**config.mk**
```make
export PLATFORM = sky130hd
export DESIGN_NAME = c2w_point_xform
export DESIGN_NICKNAME = d
export VERILOG_FILES = /design/src/rtl/c2w_point_xform.sv
export SDC_FILE = /design/constraint.sdc
export NUM_CORES = 2
export LEC_CHECK = 0
export ABC_CLOCK_PERIOD_IN_PS = 18400
export BUFFER_PORTS_ARGS = -buffer_cell sky130_fd_sc_hd__buf_2
export CELL_PAD_IN_SITES_DETAIL_PLACEMENT = 0
export CELL_PAD_IN_SITES_GLOBAL_PLACEMENT = 1
export CORE_UTILIZATION = 45
export DETAILED_ROUTE_END_ITERATION = 6
export GPL_ROUTABILITY_DRIVEN = 0
export PLACE_DENSITY = 0.76
export SETUP_SLACK_MARGIN = 0.5
export SKIP_LAST_GASP = 1
export SLEW_MARGIN = 20
export SYNTH_ARGS = -nofsm -noshare
export SYNTH_HDL_FRONTEND = slang
export SYNTH_SLANG_ARGS = --single-unit
export TNS_END_PERCENT = 1
```
**constraint.sdc**
```tcl
create_clock -name clk -period 18.4 [get_ports clk]
set_input_delay 5.52 -clock clk [delete_from_list [all_inputs] [get_ports clk]]
set_output_delay 5.52 -clock clk [all_outputs]
set_load 0.1 [all_outputs]
```
**src/rtl/c2w_point_xform.sv**
```systemverilog
// c2w_point_xform: transforms a camera-space point into world space,
// out = M*p + t in signed Q12.4. A single shared multiplier steps through
// the nine products row by row. Each row is finished with the translation
// term, then floor-rounded and saturated back to 16 bits.
module c2w_point_xform #(
  parameter int INT_BITS   = 12,
  parameter int FRAC_BITS  = 4,
  parameter int TOTAL_BITS = 16
) (
  input  logic                    clk,
  input  logic                    rst,
  input  logic                    mat_load,
  input  logic [9*TOTAL_BITS-1:0] mat_in,
  input  logic [3*TOTAL_BITS-1:0] t_in,
  output logic                    busy,
  input  logic                    pt_valid,
  output logic                    pt_ready,
  input  logic [3*TOTAL_BITS-1:0] pt_in,
  output logic                    out_valid,
  input  logic                    out_ready,
  output logic [3*TOTAL_BITS-1:0] out_data,
  output logic [2:0]              out_sat
);

  localparam int PROD_W = 2 * TOTAL_BITS;
  // Headroom for three full-range products plus the scaled translation.
  localparam int ACC_W  = PROD_W + 4;
  localparam int SAT_W  = INT_BITS + FRAC_BITS;

  localparam logic signed [ACC_W-1:0] SAT_MAX = ACC_W'((64'sd1 <<< (SAT_W - 1)) - 64'sd1);
  localparam logic signed [ACC_W-1:0] SAT_MIN = ~SAT_MAX;
  localparam logic [TOTAL_BITS-1:0]   ONE     = TOTAL_BITS'(1 << FRAC_BITS);

  typedef enum logic [1:0] {
    IDLE,
    MAC,
    OUT
  } state_t;

  state_t r_state;
  state_t w_nextState;

  logic signed [TOTAL_BITS-1:0] r_mat [3][3];
  logic signed [TOTAL_BITS-1:0] r_t   [3];
  logic signed [TOTAL_BITS-1:0] r_pt  [3];
  logic [1:0]                   r_row;
  logic [1:0]                   r_col;
  logic signed [ACC_W-1:0]      r_acc;
  logic [TOTAL_BITS-1:0]        r_out [3];
  logic [2:0]                   r_sat;
  logic                         r_outValid;

  logic                         w_accept;
  logic signed [TOTAL_BITS-1:0] w_mElem;
  logic signed [TOTAL_BITS-1:0] w_pElem;
  logic signed [PROD_W-1:0]     w_prod;
  logic signed [ACC_W-1:0]      w_base;
  logic signed [ACC_W-1:0]      w_sum;
  logic signed [ACC_W-1:0]      w_tScaled;
  logic signed [ACC_W-1:0]      w_withT;
  logic signed [ACC_W-1:0]      w_rounded;
  logic                         w_satHi;
  logic                         w_satLo;
  logic [TOTAL_BITS-1:0]        w_rowVal;

  // Handshake and status outputs; pt_ready is held low while reset is asserted.
  assign pt_ready  = (r_state == IDLE) && !rst;
  assign w_accept  = pt_valid && pt_ready;
  assign busy      = (r_state != IDLE);
  assign out_valid = r_outValid;
  assign out_sat   = r_sat;
  assign out_data  = {r_out[2], r_out[1], r_out[0]};

  // State register.
  always_ff @(posedge clk or posedge rst) begin
    if (rst) begin
      r_state <= IDLE;
    end else begin
      r_state <= w_nextState;
    end
  end

  // Next-state logic: accept a point, run the nine products, then hold the result until it is taken.
  always_comb begin
    w_nextState = r_state;
    case (r_state)
      IDLE: if (w_accept) w_nextState = MAC;
      MAC:  if (r_row == 2'd2 && r_col == 2'd2) w_nextState = OUT;
      OUT:  if (r_outValid && out_ready) w_nextState = IDLE;
      default: w_nextState = IDLE;
    endcase
  end

  // Matrix and translation registers; these load only while idle, so a coincident point already sees the new values.
  always_ff @(posedge clk or posedge rst) begin
    if (rst) begin
      for (int r = 0; r < 3; r++) begin
        for (int c = 0; c < 3; c++) begin
          r_mat[r][c] <= (r == c) ? ONE : '0;
        end
        r_t[r] <= '0;
      end
    end else if (r_state == IDLE && mat_load) begin
      for (int r = 0; r < 3; r++) begin
        for (int c = 0; c < 3; c++) begin
          r_mat[r][c] <= mat_in[TOTAL_BITS*(3*r+c) +: TOTAL_BITS];
        end
        r_t[r] <= t_in[TOTAL_BITS*r +: TOTAL_BITS];
      end
    end
  end

  // Point latch and row/column sequencing through the nine products in row-major order.
  always_ff @(posedge clk or posedge rst) begin
    if (rst) begin
      for (int i = 0; i < 3; i++) begin
        r_pt[i] <= '0;
      end
      r_row <= '0;
      r_col <= '0;
    end else if (w_accept) begin
      for (int i = 0; i < 3; i++) begin
        r_pt[i] <= pt_in[TOTAL_BITS*i +: TOTAL_BITS];
      end
      r_row <= '0;
      r_col <= '0;
    end else if (r_state == MAC) begin
      if (r_col == 2'd2) begin
        r_col <= '0;
        r_row <= (r_row == 2'd2) ? 2'd0 : r_row + 2'd1;
      end else begin
        r_col <= r_col + 2'd1;
      end
    end
  end

  // Shared multiplier, running sum, and row finishing: add t, floor-shift, saturate.
  always_comb begin
    w_mElem   = r_mat[r_row][r_col];
    w_pElem   = r_pt[r_col];
    w_prod    = PROD_W'(w_mElem) * PROD_W'(w_pElem);
    w_base    = (r_col == 2'd0) ? '0 : r_acc;
    w_sum     = w_base + ACC_W'(w_prod);
    w_tScaled = ACC_W'(r_t[r_row]) <<< FRAC_BITS;
    w_withT   = w_sum + w_tScaled;
    w_rounded = w_withT >>> FRAC_BITS;
    w_satHi   = (w_rounded > SAT_MAX);
    w_satLo   = (w_rounded < SAT_MIN);
    if (w_satHi) begin
      w_rowVal = SAT_MAX[TOTAL_BITS-1:0];
    end else if (w_satLo) begin
      w_rowVal = SAT_MIN[TOTAL_BITS-1:0];
    end else begin
      w_rowVal = w_rounded[TOTAL_BITS-1:0];
    end
  end

  // Accumulator and result registers; the result becomes valid when the last row is written.
  always_ff @(posedge clk or posedge rst) begin
    if (rst) begin
      r_acc      <= '0;
      r_sat      <= '0;
      r_outValid <= 1'b0;
      for (int i = 0; i < 3; i++) begin
        r_out[i] <= '0;
      end
    end else if (r_state == MAC) begin
      if (r_col == 2'd2) begin
        r_out[r_row] <= w_rowVal;
        r_sat[r_row] <= w_satHi | w_satLo;
        r_acc        <= '0;
        if (r_row == 2'd2) begin
          r_outValid <= 1'b1;
        end
      end else begin
        r_acc <= w_sum;
      end
    end else if (r_state == OUT && r_outValid && out_ready) begin
      r_outValid <= 1'b0;
    end
  end

endmodule
```
==> impl_metrics.py <==
metrics = {
    "outcome": {
        "status": "complete, no violations",
    },
    "logic_synthesis": {
        "synth-async-reset-ratio": 1.00,
        "synth-seq-cells": 334,
        "synth_top_area_cell": "dfrtp_1",
        "avgSynthCellArea_um2": 10.4,
        "syn_nets": 3384,
        "synth_edf_count": 0,
        "ys.flop_type": "dfrtp_1",
        "synthTopCellsByArea": "dfrtp_1 30%, fa_1 23%, mux2_2 10%, ha_1 6.2%, inv_1 4.9%",
        "yosysTopAreaCellShare": 0.297,
        "synth_cell_types": 67,
        "synth_cells": 2686,
        "seq_area_frac_synth": 0.300,
        "ys_warn_count": 0,
        "syn_area_um2": 27900,
    },
    "cts": {
        "clk_latency_ns": 0.57,
        "cts_root_buf": "clkbuf_16",
        "htreeDepth": 2,
        "clock-sinks": 334,
        "path_clk_slew_ns": 0.06,
        "clockBufferDepth": 3,
        "postCtsResizedCells": 0,
        "cts_tree": "built",
        "postCtsHoldBufs": 0,
        "cts_buffers": 39,
        "postCtsSetupRepairBufs": 0,
    },
    "die": {
        "core_area_um2": 60800,
        "io_pins": 299,
        "num_rows": 90,
        "start_util": 0.458,
        "die_h_um": 251,
        "die_area_um2": 62900,
        "die_w_um": 251,
    },
    "cells_and_area": {
        "final_nets": 3638,
        "fill_cells": 5521,
        "multiInputGateArea_um2": 17700,
        "seq_area_um2": 8370,
        "drive_gt1_frac": 0.230,
        "layout-area-overhead-vs-synth_pct": 13.0,
        "stdcell_count": 3760,
    },
    "routing": {
        "routed_wl_um": 76500,
        "ant_nets": 0,
        "wire_per_inst_um": 20.3,
        "vias_per_cell": 5.45,
        "drt-initial-drc-count": 1301,
        "remaining_drc_errors": 0,
        "drtPass1Iterations": 6,
        "num_vias": 20500,
    },
    "global_routing": {
        "grt_pass1_wl_um": 124000,
        "antenna_found_initial": 11,
        "gr-usage-all-layers": 0.252,
        "grt_pass1_vias": 22200,
        "grt_start_max_net_pins": 193,
        "overflow": 0,
    },
    "setup_path": {
        "cp-end-kind": "register",
        "start_kind": "register",
        "r2r_slack_ns": 6.09,
        "crit_slowest_cell": "o22ai_1",
        "crit_type": "reg -> reg",
        "cpMostUsedCell": "fa_1",
        "cpPeakStageDelay_ns": 0.95,
        "path_max_fanout": 63,
        "cp.required_ns": 18.86,
        "arrival_ns": 12.76,
    },
    "sta": {
        "tns_ns": 0,
        "rsz0062_at_grt": "no",
        "worst_slew_pin_slew_ns": 1.15,
        "maxClockFrequency_mhz": 81.3,
        "hold_violations": 0,
        "relSlewSlack": 0.230,
        "fin_crit_ns": 12.31,
        "finalSetupViolCount": 0,
        "skew_ns": 0.0383,
        "slew_violations": 0,
        "period_share": 0.669,
    },
    "worst_hold_path": {
        "hp-class": "reg -> reg",
    },
    "flow_run": {
        "drv_cap": 0,
    },
    "place": {
        "dpl.hpwl_um": 60300,
        "post-place-cells": 3681,
        "io_buffers": 298,
    },
}
## cell usage after synthesis, drive strengths merged (4+ instances only)
library cell / number
inv: 361
dfrtp: 331
fa: 316
mux2: 252
nand2: 237
nor2: 156
ha: 137
o21ai: 125
a21oi: 98
clkbuf: 96
nor2b: 90
mux2i: 77
xnor2: 40
a22o: 35
nand2b: 31
o22ai: 25
buf: 24
a21o: 22
and2: 20
o211ai: 19
xor2: 19
nand3: 18
nor3: 18
nand4: 16
o22a: 16
or2: 12
o21a: 10
a211oi: 9
o21bai: 9
o31ai: 7
or3: 7
and3: 6
a221oi: 5
or4: 4
## flip-flops by register name (all words and copies together), names as in the netlist
signal     count
r_t           48
out_data      48
r_col          2
r_mat        144
r_row          2
out_sat        3
r_pt          48
r_state        2
out_valid      1
r_acc         36
## cell usage in the layout, fill, tap and decap left out, drive strengths merged, types with 19 or more instances in the layout
cell / count
nand2: 237
xnor2: 40
o22ai: 25
mux2i: 77
a21oi: 98
xor2: 19
a22o: 35
clkbuf: 54
buf: 333
mux2: 252
nand2b: 31
a21o: 22
o211ai: 19
inv: 363
dfrtp: 331
nor2: 156
fa: 316
o21ai: 125
ha: 137
and2: 20
nor2b: 90
## through the flow
step                setup slack [ns]   util  hold WS [ns]  instance area [um^2]
floorplan                       3.63      -         0.442                 27900
global placement                6.39  0.496         0.461                 30200
detailed placement              6.25  0.496         0.476                 30200
CTS                             6.18  0.517         0.492                 31400
global route                    5.29  0.518         0.516                 31500
finish                          6.09  0.518         0.490                 31500
## critical path, delay by kind of cell (launching register included)
kind,cells,cell delay (ns)
compound gates,15,4.30
xor+xnor,1,0.17
fa+ha+maj,8,3.67
buf+inv,5,1.17
flops,1,0.34
mux,1,0.29
simple gates,8,2.20
## path summary, 6_finish.rpt
kind,startpoint,endpoint,cells after the start
max in group asynchronous,rst,r_row[0],4
worst min register to register,out_data[22],out_data[22],2
worst max register to register,r_row[0],out_data[25],38
worst min-delay path,out_data[22],out_data[22],2
min in group asynchronous,rst,r_mat[2],2
worst max-delay path,r_row[0],out_data[25],38
## cells by family after synthesis
family                   after synthesis  share of synthesized area
buffers and inverters                481                     0.0655
AO/OA/AOI/OAI                        405                     0.0925
XOR/XNOR                              60                     0.0194
multiplexers                         330                      0.130
AND/OR/NAND/NOR                      623                      0.104
flip-flops                           334                      0.300
adder cells (fa/ha/maj)              453                      0.289
## routing by layer
metal  vias to the layer above  wire length (um)  track usage
met4                         6              1890       0.0731
met5                         -                32            0
met2                       533             38100        0.429
met1                     10500             32600        0.333
li1                       9360                 -            -
met3                       130              3900       0.0374
## layout make-up
class / count / share of cell area
antenna: 9 / 0.000716
clock buffer: 54 / 0.0353
clock inverter: 16 / 0.00445
inverter: 361 / 0.0433
multi-input combinational: 1871 / 0.563
sequential: 334 / 0.266
tap: 782 / 0.0311
timing repair buffer: 333 / 0.0561
Power is not shown: default switching activity piles up to over one toggle a cycle in this logic, so the estimate is an artifact.
